### config.mk
export PLATFORM = sky130hd
export DESIGN_NAME = sys_sequencer
export DESIGN_NICKNAME = d
export VERILOG_FILES = /design/src/rtl/sys_seq_pkg.sv /design/src/rtl/sys_seq_regs.sv /design/src/rtl/sys_sequencer.sv
export SDC_FILE = /design/constraint.sdc
export NUM_CORES = 1
export LEC_CHECK = 0
export CELL_PAD_IN_SITES_DETAIL_PLACEMENT = 1
export CELL_PAD_IN_SITES_GLOBAL_PLACEMENT = 1
export CORE_MARGIN = 2
export CORE_UTILIZATION = 33
export CTS_CLUSTER_SIZE = 28
export DETAILED_ROUTE_END_ITERATION = 16
export GPL_TIMING_DRIVEN = 0
export PLACE_DENSITY = 0.78
export SLEW_MARGIN = 20
export SYNTH_ARGS = -nofsm -noshare
export SYNTH_HDL_FRONTEND = slang
export SYNTH_SLANG_ARGS = --single-unit
### constraint.sdc
create_clock -name clk -period 2.75 [get_ports clk]
set_input_delay 0.4125 -clock clk [delete_from_list [all_inputs] [get_ports clk]]
set_output_delay 0.4125 -clock clk [all_outputs]
set_load 0.05 [all_outputs]
### src/rtl/sys_seq_pkg.sv
// Shared constants and types for the systolic-array sequencer.
package sys_seq_pkg;
  localparam int CNT_W = 16;

  localparam logic [15:0] ADDR_START    = 16'hFFF0;
  localparam logic [15:0] ADDR_MAX_CNTR = 16'hFFF1;
  localparam logic [15:0] ADDR_RUN_CNTR = 16'hFFF2;
  localparam logic [15:0] ADDR_STATUS   = 16'hFFF3;

  typedef enum logic [2:0] {
    ST_IDLE  = 3'd0,
    ST_CLEAR = 3'd1,
    ST_FEED  = 3'd2,
    ST_DRAIN = 3'd3,
    ST_DONE  = 3'd4
  } state_e;
endpackage

### src/rtl/sys_seq_regs.sv
// ibus decode, configuration registers and registered read mux.
// Optional interrupt mask/irq guarded by macro SYS_SEQ_IRQ_EN.
module sys_seq_regs
  import sys_seq_pkg::*;
(
  input  logic             clk,
  input  logic             rst,
  input  logic             wen,
  input  logic [15:0]      ibus_wadr,
  input  logic [15:0]      ibus_wdata,
  input  logic             ren,
  input  logic [15:0]      ibus_radr,
  output logic [15:0]      ibus_rdata,
  input  logic             busy,
  input  logic             done_set,
  output logic             start,
  output logic [CNT_W-1:0] max_cntr,
  output logic [CNT_W-1:0] run_cntr
`ifdef SYS_SEQ_IRQ_EN
  ,
  output logic             irq
`endif
);
  logic [CNT_W-1:0] max_q, max_d;
  logic [CNT_W-1:0] run_q, run_d;
  logic             done_q, done_d;
  logic [15:0]      rdata_q, rdata_d;
  logic             mask_bit;
`ifdef SYS_SEQ_IRQ_EN
  logic             mask_q, mask_d;
  assign mask_bit = mask_q;
  assign irq      = done_q & ~mask_q;
`else
  assign mask_bit = 1'b0;
`endif

  // Write decode: START and counter writes are locked out while a run is active.
  always_comb begin
    max_d = max_q;
    run_d = run_q;
    done_d = done_q;
    start = 1'b0;
`ifdef SYS_SEQ_IRQ_EN
    mask_d = mask_q;
`endif
    if (wen && !busy) begin
      case (ibus_wadr)
        ADDR_START:    start = 1'b1;
        ADDR_MAX_CNTR: max_d = ibus_wdata;
        ADDR_RUN_CNTR: run_d = ibus_wdata;
        default: ;
      endcase
    end
    if (start) done_d = 1'b0;
    if (wen && ibus_wadr == ADDR_STATUS) begin
      done_d = 1'b0;
`ifdef SYS_SEQ_IRQ_EN
      mask_d = ibus_wdata[2];
`endif
    end
    if (done_set) done_d = 1'b1;
  end

  // Read mux: unowned addresses and idle cycles return 0 so the parent can OR.
  always_comb begin
    rdata_d = 16'h0000;
    if (ren) begin
      case (ibus_radr)
        ADDR_MAX_CNTR: rdata_d = max_q;
        ADDR_RUN_CNTR: rdata_d = run_q;
        ADDR_STATUS:   rdata_d = {13'b0, mask_bit, done_q, busy};
        default:       rdata_d = 16'h0000;
      endcase
    end
  end

  // Register state with synchronous reset.
  always_ff @(posedge clk) begin
    if (rst) begin
      max_q   <= '0;
      run_q   <= '0;
      done_q  <= 1'b0;
      rdata_q <= 16'h0000;
`ifdef SYS_SEQ_IRQ_EN
      mask_q  <= 1'b0;
`endif
    end else begin
      max_q   <= max_d;
      run_q   <= run_d;
      done_q  <= done_d;
      rdata_q <= rdata_d;
`ifdef SYS_SEQ_IRQ_EN
      mask_q  <= mask_d;
`endif
    end
  end

  assign ibus_rdata = rdata_q;
  assign max_cntr   = max_q;
  assign run_cntr   = run_q;
endmodule

### src/rtl/sys_sequencer.sv
// Systolic-array sequencer: CLEAR -> FEED -> DRAIN -> DONE run control,
// with lane-1 buffer read skewed one cycle behind lane 0.
// Optional irq output guarded by macro SYS_SEQ_IRQ_EN.
module sys_sequencer
  import sys_seq_pkg::*;
(
  input  logic        clk,
  input  logic        rst,
  input  logic        wen,
  input  logic [15:0] ibus_wadr,
  input  logic [15:0] ibus_wdata,
  input  logic        ren,
  input  logic [15:0] ibus_radr,
  output logic [15:0] ibus_rdata,
  output logic        buf_ren_0,
  output logic [15:0] buf_radr_0,
  output logic        buf_ren_1,
  output logic [15:0] buf_radr_1,
  output logic        pe_clr,
  output logic        pe_en,
  output logic        res_capture,
  output logic        busy
`ifdef SYS_SEQ_IRQ_EN
  ,
  output logic        irq
`endif
);
  state_e           state_q, state_d;
  logic [CNT_W-1:0] cnt_q, cnt_d;
  logic             ren1_q, ren1_d;
  logic [15:0]      radr1_q, radr1_d;
  logic             start;
  logic [CNT_W-1:0] max_cntr, run_cntr;

  sys_seq_regs u_regs (
    .clk        (clk),
    .rst        (rst),
    .wen        (wen),
    .ibus_wadr  (ibus_wadr),
    .ibus_wdata (ibus_wdata),
    .ren        (ren),
    .ibus_radr  (ibus_radr),
    .ibus_rdata (ibus_rdata),
    .busy       (busy),
    .done_set   (res_capture),
    .start      (start),
    .max_cntr   (max_cntr),
    .run_cntr   (run_cntr)
`ifdef SYS_SEQ_IRQ_EN
    ,
    .irq        (irq)
`endif
  );

  // State, phase counter and lane-1 skew registers.
  always_ff @(posedge clk) begin
    if (rst) begin
      state_q <= ST_IDLE;
      cnt_q   <= '0;
      ren1_q  <= 1'b0;
      radr1_q <= 16'h0000;
    end else begin
      state_q <= state_d;
      cnt_q   <= cnt_d;
      ren1_q  <= ren1_d;
      radr1_q <= radr1_d;
    end
  end

  // Next state; the counter indexes FEED addresses then counts DRAIN cycles.
  // Comparing against the terminal value (not overflow) lets MAX=0xFFFF run 65536 cycles.
  always_comb begin
    state_d = state_q;
    cnt_d   = cnt_q;
    case (state_q)
      ST_IDLE: begin
        cnt_d = '0;
        if (start) state_d = ST_CLEAR;
      end
      ST_CLEAR: begin
        cnt_d   = '0;
        state_d = ST_FEED;
      end
      ST_FEED: begin
        if (cnt_q == max_cntr) begin
          cnt_d   = '0;
          state_d = (run_cntr == '0) ? ST_DONE : ST_DRAIN;
        end else begin
          cnt_d = cnt_q + 1'b1;
        end
      end
      ST_DRAIN: begin
        if (cnt_q == run_cntr - 1'b1) begin
          cnt_d   = '0;
          state_d = ST_DONE;
        end else begin
          cnt_d = cnt_q + 1'b1;
        end
      end
      ST_DONE: begin
        cnt_d   = '0;
        state_d = ST_IDLE;
      end
      default: begin
        cnt_d   = '0;
        state_d = ST_IDLE;
      end
    endcase
  end

  // Moore outputs decoded from the current state.
  always_comb begin
    busy        = (state_q != ST_IDLE);
    pe_clr      = (state_q == ST_CLEAR);
    pe_en       = (state_q == ST_FEED) || (state_q == ST_DRAIN);
    res_capture = (state_q == ST_DONE);
    buf_ren_0   = (state_q == ST_FEED);
    buf_radr_0  = (state_q == ST_FEED) ? cnt_q : 16'h0000;
    ren1_d      = buf_ren_0;
    radr1_d     = buf_radr_0;
  end

  assign buf_ren_1  = ren1_q;
  assign buf_radr_1 = radr1_q;
endmodule
==> results of run 1 <==
## how the worst min path moves through the flow
stage / start / end / slack [ns] / cells past startpoint
2_1_floorplan: u_regs.done_q$_SDFFE_PP0P_ / u_regs.done_q$_SDFFE_PP0P_ / 0.45 / 2
3_3_place_gp: u_regs.max_cntr[2]$_SDFFE_PP0P_ / u_regs.max_cntr[2]$_SDFFE_PP0P_ / 0.47 / 2
3_5_place_dp: u_regs.max_cntr[8]$_SDFFE_PP0P_ / u_regs.max_cntr[8]$_SDFFE_PP0P_ / 0.48 / 2
4_1_cts: u_regs.max_cntr[2]$_SDFFE_PP0P_ / u_regs.max_cntr[2]$_SDFFE_PP0P_ / 0.50 / 2
5_1_grt: u_regs.max_cntr[2]$_SDFFE_PP0P_ / u_regs.max_cntr[2]$_SDFFE_PP0P_ / 0.51 / 2
6_report: u_regs.max_cntr[8]$_SDFFE_PP0P_ / u_regs.max_cntr[8]$_SDFFE_PP0P_ / 0.49 / 2
## Yosys cell counts (all sizes together), types with 3 or more instances
master and n:
clkbuf 39, o21ai 3, nor4 11, o21a 3
a21oi 37, a221o 14, dfxtp 85, inv 13
xnor2 32, nand2b 3, a211oi 3, or3 7
nor3b 3, nor2b 14, nor2 33, nand2 70
xor2 17, nand4 17, buf 5, nor3 13
a211o 4, and3 20, a22oi 16, nand3 8
and2 26, nand3b 4, a31oi 3
## sequential cells by signal, summed over array words and instances (netlist names)
register,cells
u_regs.max_cntr,16
buf_radr_1,16
state_q,3
u_regs.run_cntr,16
u_regs.done_q,1
buf_ren_1,1
cnt_q,16
u_regs.ibus_rdata,16
## area by class of cell
cell class / count / area [sq um]
buffer: 37 / 174
clock buffer: 10 / 229
clock inverter: 6 / 47.5
fill: 1548 / 6960
inverter: 13 / 48.8
multi-input combinational: 391 / 2590
sequential: 85 / 1710
tap: 176 / 220
timing repair buffer: 115 / 1160
## through the flow
step	std cells	total power (uW)
after floorplan	533	1270
after global placement	813	1360
after detailed placement	813	1360
after CTS	826	2500
after global routing	833	2570
final	833	2480
## critical path: cells and delay by family, from the launching register on
family / cells / cell delay, ns
AOI/OAI and AO/OA: 1 / 0.29
xor gates and xnor gates: 1 / 0.20
buffers and inverters: 2 / 0.30
DFF: 1 / 0.37
and+or+nand+nor: 4 / 1.47
## power by group
group	switching [uW]	internal [uW]
Combinational	34.4	68.6
Clock	530	619
Sequential	0.0105	1230
## logic make-up after synthesis
group	share of synthesized area
simple gates	0.297
xor+xnor	0.0990
buf+inv	0.0528
compound gates	0.155
flops	0.386
mux	0.00510
fa+ha+maj	0.00567
## per-layer routing
layer	vias to the layer above	global-route usage	wire [um]
li1	2105	-	-
met1	2173	0.274	6820
met2	121	0.370	7580
met3	13	0.0375	669
met4	0	0.0625	193
met5	-	0	0
## repair_timing
item,in CTS,in global routing
cloned,0,1
endpoints found under the setup margin,33,34
hold buffers,0,0
buffers inserted,0,10
resized for setup,51,30
pin swaps,3,16
==> flow_summary.html, run 1 <==
<table>
<tr><th>Metric</th><th>Value</th></tr>
<tr><th colspan="2">Status</th></tr>
<tr><td>Result of the run</td><td>finished, final reports clean</td></tr>
<tr><th colspan="2">Setup path</th></tr>
<tr><td>Endpoint required time on the critical path</td><td>2.99 ns</td></tr>
<tr><td>Worst Setup SP</td><td>u_regs.run_cntr[2]$_SDFFE_PP0P_</td></tr>
<tr><td>Crit path cell chain</td><td>nor4_4 -&gt; nand4_1 -&gt; xnor2_2 -&gt; or3_4 -&gt; or3_1 -&gt; buf_6 -&gt; clkbuf_16 -&gt; a221o_1</td></tr>
<tr><td>Slowest cell on crit path</td><td>sky130_fd_sc_hd__nor4_4</td></tr>
<tr><td>Endpoint class of the critical path</td><td>flip-flop</td></tr>
<tr><td>R2R cell count</td><td>8</td></tr>
<tr><td>Capturing instance or port of the critical path</td><td>cnt_q[13]$_SDFF_PP0_</td></tr>
<tr><td>Worst path arrival time</td><td>2.97 ns</td></tr>
<tr><td>Peak per-stage delay on the critical path</td><td>0.47 ns</td></tr>
<tr><td>Worst R2R End</td><td>cnt_q[13]$_SDFF_PP0_</td></tr>
<tr><td>Max Fanout on Critical Path</td><td>7</td></tr>
<tr><td>Critical path start-end classification</td><td>reg2reg</td></tr>
<tr><td>Setup crit start kind</td><td>flip-flop</td></tr>
<tr><td>Launch instance of the worst register-to-register path</td><td>u_regs.run_cntr[2]$_SDFFE_PP0P_</td></tr>
<tr><td>Minimum setup slack among reg-to-reg paths</td><td>0.01 ns</td></tr>
<tr><th colspan="2">STA</th></tr>
<tr><td>Worst-case hold slack</td><td>0.495 ns</td></tr>
<tr><td>Max Clk Rate</td><td>0.365 GHz</td></tr>
<tr><td>Final Hold Viols</td><td>0</td></tr>
<tr><td>Setup TNS after final layout</td><td>0 ns</td></tr>
<tr><td>Shortest clock period the worst path allows after layout</td><td>2.74 ns</td></tr>
<tr><td>Count of pins over their slew limit</td><td>0</td></tr>
<tr><td>Setup repair after global routing missed its margin</td><td>yes</td></tr>
<tr><td>Final clock skew</td><td>0.0113 ns</td></tr>
<tr><td>Remaining max-slew budget at the tightest pin</td><td>0.594</td></tr>
<tr><td>Period utilization</td><td>0.995</td></tr>
<tr><td>Final Setup Violations</td><td>0</td></tr>
<tr><td>Transition at the pin with the smallest max-transition slack</td><td>between 0.6 and 0.7 ns</td></tr>
<tr><td>Final worst setup slack</td><td>0.0139 ns</td></tr>
<tr><th colspan="2">Clocking</th></tr>
<tr><td>TritonCTS clock tree</td><td>built</td></tr>
<tr><td>Clock tree root buffer cell</td><td>sky130_fd_sc_hd__clkbuf_16</td></tr>
<tr><td>Number of CTS-inserted buffers</td><td>9</td></tr>
<tr><td># H-tree levels</td><td>3</td></tr>
<tr><td>Count of clock tree sinks</td><td>85</td></tr>
<tr><td>Later-pin clock latency in the skew report</td><td>0.35 ns</td></tr>
<tr><td>Clock slew seen by the registers of the worst setup and hold paths</td><td>0.07 ns</td></tr>
<tr><td>Number of buffers on the longest clock path</td><td>2</td></tr>
<tr><th colspan="2">Synth</th></tr>
<tr><td>Top area cells in the synthesized netlist</td><td>sky130_fd_sc_hd__dfxtp_1, sky130_fd_sc_hd__xnor2_1, sky130_fd_sc_hd__nand2_1</td></tr>
<tr><td>Library cell with the largest summed area after synthesis</td><td>sky130_fd_sc_hd__dfxtp_1</td></tr>
<tr><td>Gate Count Post-Synth</td><td>533</td></tr>
<tr><td>Leading register cell type out of synthesis</td><td>sky130_fd_sc_hd__dfxtp_1</td></tr>
<tr><td>Portion of the post-synthesis area used by sequential elements</td><td>0.386</td></tr>
<tr><td>Top cell type's share of synthesized area</td><td>0.386</td></tr>
<tr><td>Post-synth net total</td><td>587</td></tr>
<tr><td>Warning count from the yosys run</td><td>0</td></tr>
<tr><td>Share of synthesized flip-flops with an asynchronous set or reset</td><td>0</td></tr>
<tr><td>Count of state elements after synthesis</td><td>85</td></tr>
<tr><td>Synthesized area per cell</td><td>around 8.3 sq um</td></tr>
<tr><td>Number of distinct library cells after synthesis</td><td>54</td></tr>
<tr><td>Syn Std Cell Area</td><td>4410 sq um</td></tr>
<tr><td>Number of synthesized flops with an enable pin</td><td>0</td></tr>
<tr><th colspan="2">Routing</th></tr>
<tr><td>Detailed-route wire length</td><td>15.3 mm</td></tr>
<tr><td>Wire length per cell</td><td>between 15 and 20 um</td></tr>
<tr><td>DR iter-0 viols</td><td>218</td></tr>
<tr><td>Total DRC errors in the routed layout</td><td>0</td></tr>
<tr><td>Via count</td><td>4,412</td></tr>
<tr><td>Avg Vias per Cell</td><td>5.30</td></tr>
<tr><td>ANT nets after route</td><td>0</td></tr>
<tr><td>Total iterations of the first detailed-routing run</td><td>4</td></tr>
<tr><th colspan="2">Final layout</th></tr>
<tr><td>Area growth from synthesis to layout</td><td>40.1%</td></tr>
<tr><td>Finished Cell Area</td><td>6180 sq um</td></tr>
<tr><td>Fraction of the core area covered by cells at the end of the flow</td><td>0.470</td></tr>
<tr><td>Post-layout net count</td><td>706</td></tr>
<tr><td>Fraction of final layout cells with drive strength greater than 1</td><td>0.107</td></tr>
<tr><td>Most common library cell in the layout ignoring fill and taps</td><td>sky130_fd_sc_hd__clkdlybuf4s50_1</td></tr>
<tr><td>Diodes inserted</td><td>0</td></tr>
<tr><td>Commonest cells after routing, fill and taps aside</td><td>sky130_fd_sc_hd__clkdlybuf4s50_1, sky130_fd_sc_hd__dfxtp_1, sky130_fd_sc_hd__nand2_1</td></tr>
<tr><th colspan="2">Power</th></tr>
<tr><td>Leakage power of the design</td><td>between 0.002 and 0.0025 uW</td></tr>
<tr><td>Power density relative to cell area</td><td>401 nW/um^2</td></tr>
<tr><td>Worst ir drop on vdd</td><td>approximately 0.23 mV</td></tr>
<tr><th colspan="2">Global route</th></tr>
<tr><td>Global route total overflow</td><td>0</td></tr>
<tr><td>Global-route wire length before repair</td><td>23.9 mm</td></tr>
<tr><td>Largest net degree at the start of global routing</td><td>16</td></tr>
<tr><td>Total GRT Usage</td><td>0.214</td></tr>
<tr><td>Number of antenna violations at the first check in global routing</td><td>0</td></tr>
<tr><td>Number of global-route vias before repair</td><td>4,424</td></tr>
<tr><th colspan="2">Floorplanning</th></tr>
<tr><td>Effective utilization at floorplan</td><td>0.336</td></tr>
<tr><td>Horizontal extent of the die</td><td>120 um</td></tr>
<tr><td>Die H</td><td>120 um</td></tr>
<tr><td>Placeable core region</td><td>13,100 sq um</td></tr>
<tr><td>Top-level I/O count</td><td>106</td></tr>
<tr><td>Floorplan row count</td><td>42</td></tr>
<tr><td>Die outline area</td><td>14,300 sq um</td></tr>
<tr><th colspan="2">Placement</th></tr>
<tr><td>Worst slack after detailed placement</td><td>-0.578 ns</td></tr>
<tr><td>Placed cell area</td><td>roughly 5700 sq um</td></tr>
<tr><td>Buffers on Ports</td><td>104</td></tr>
<tr><td>Hpwl dp</td><td>11.5 mm</td></tr>
<tr><td>Final weighted congestion in routability-driven placement</td><td>approximately 0.9</td></tr>
<tr><th colspan="2">Job</th></tr>
<tr><td>Max_cap viols</td><td>0</td></tr>
<tr><th colspan="2">Min path</th></tr>
<tr><td>Hold Crit Class</td><td>reg2reg</td></tr>
</table>
(Power assumes the default switching activity.)
==> run 2: changes to the inputs <==
- CTS_CLUSTER_SIZE: 28 -> 8
==> results of run 2 <==
The final DEF is identical to that of run 1; final timing and power are the same.
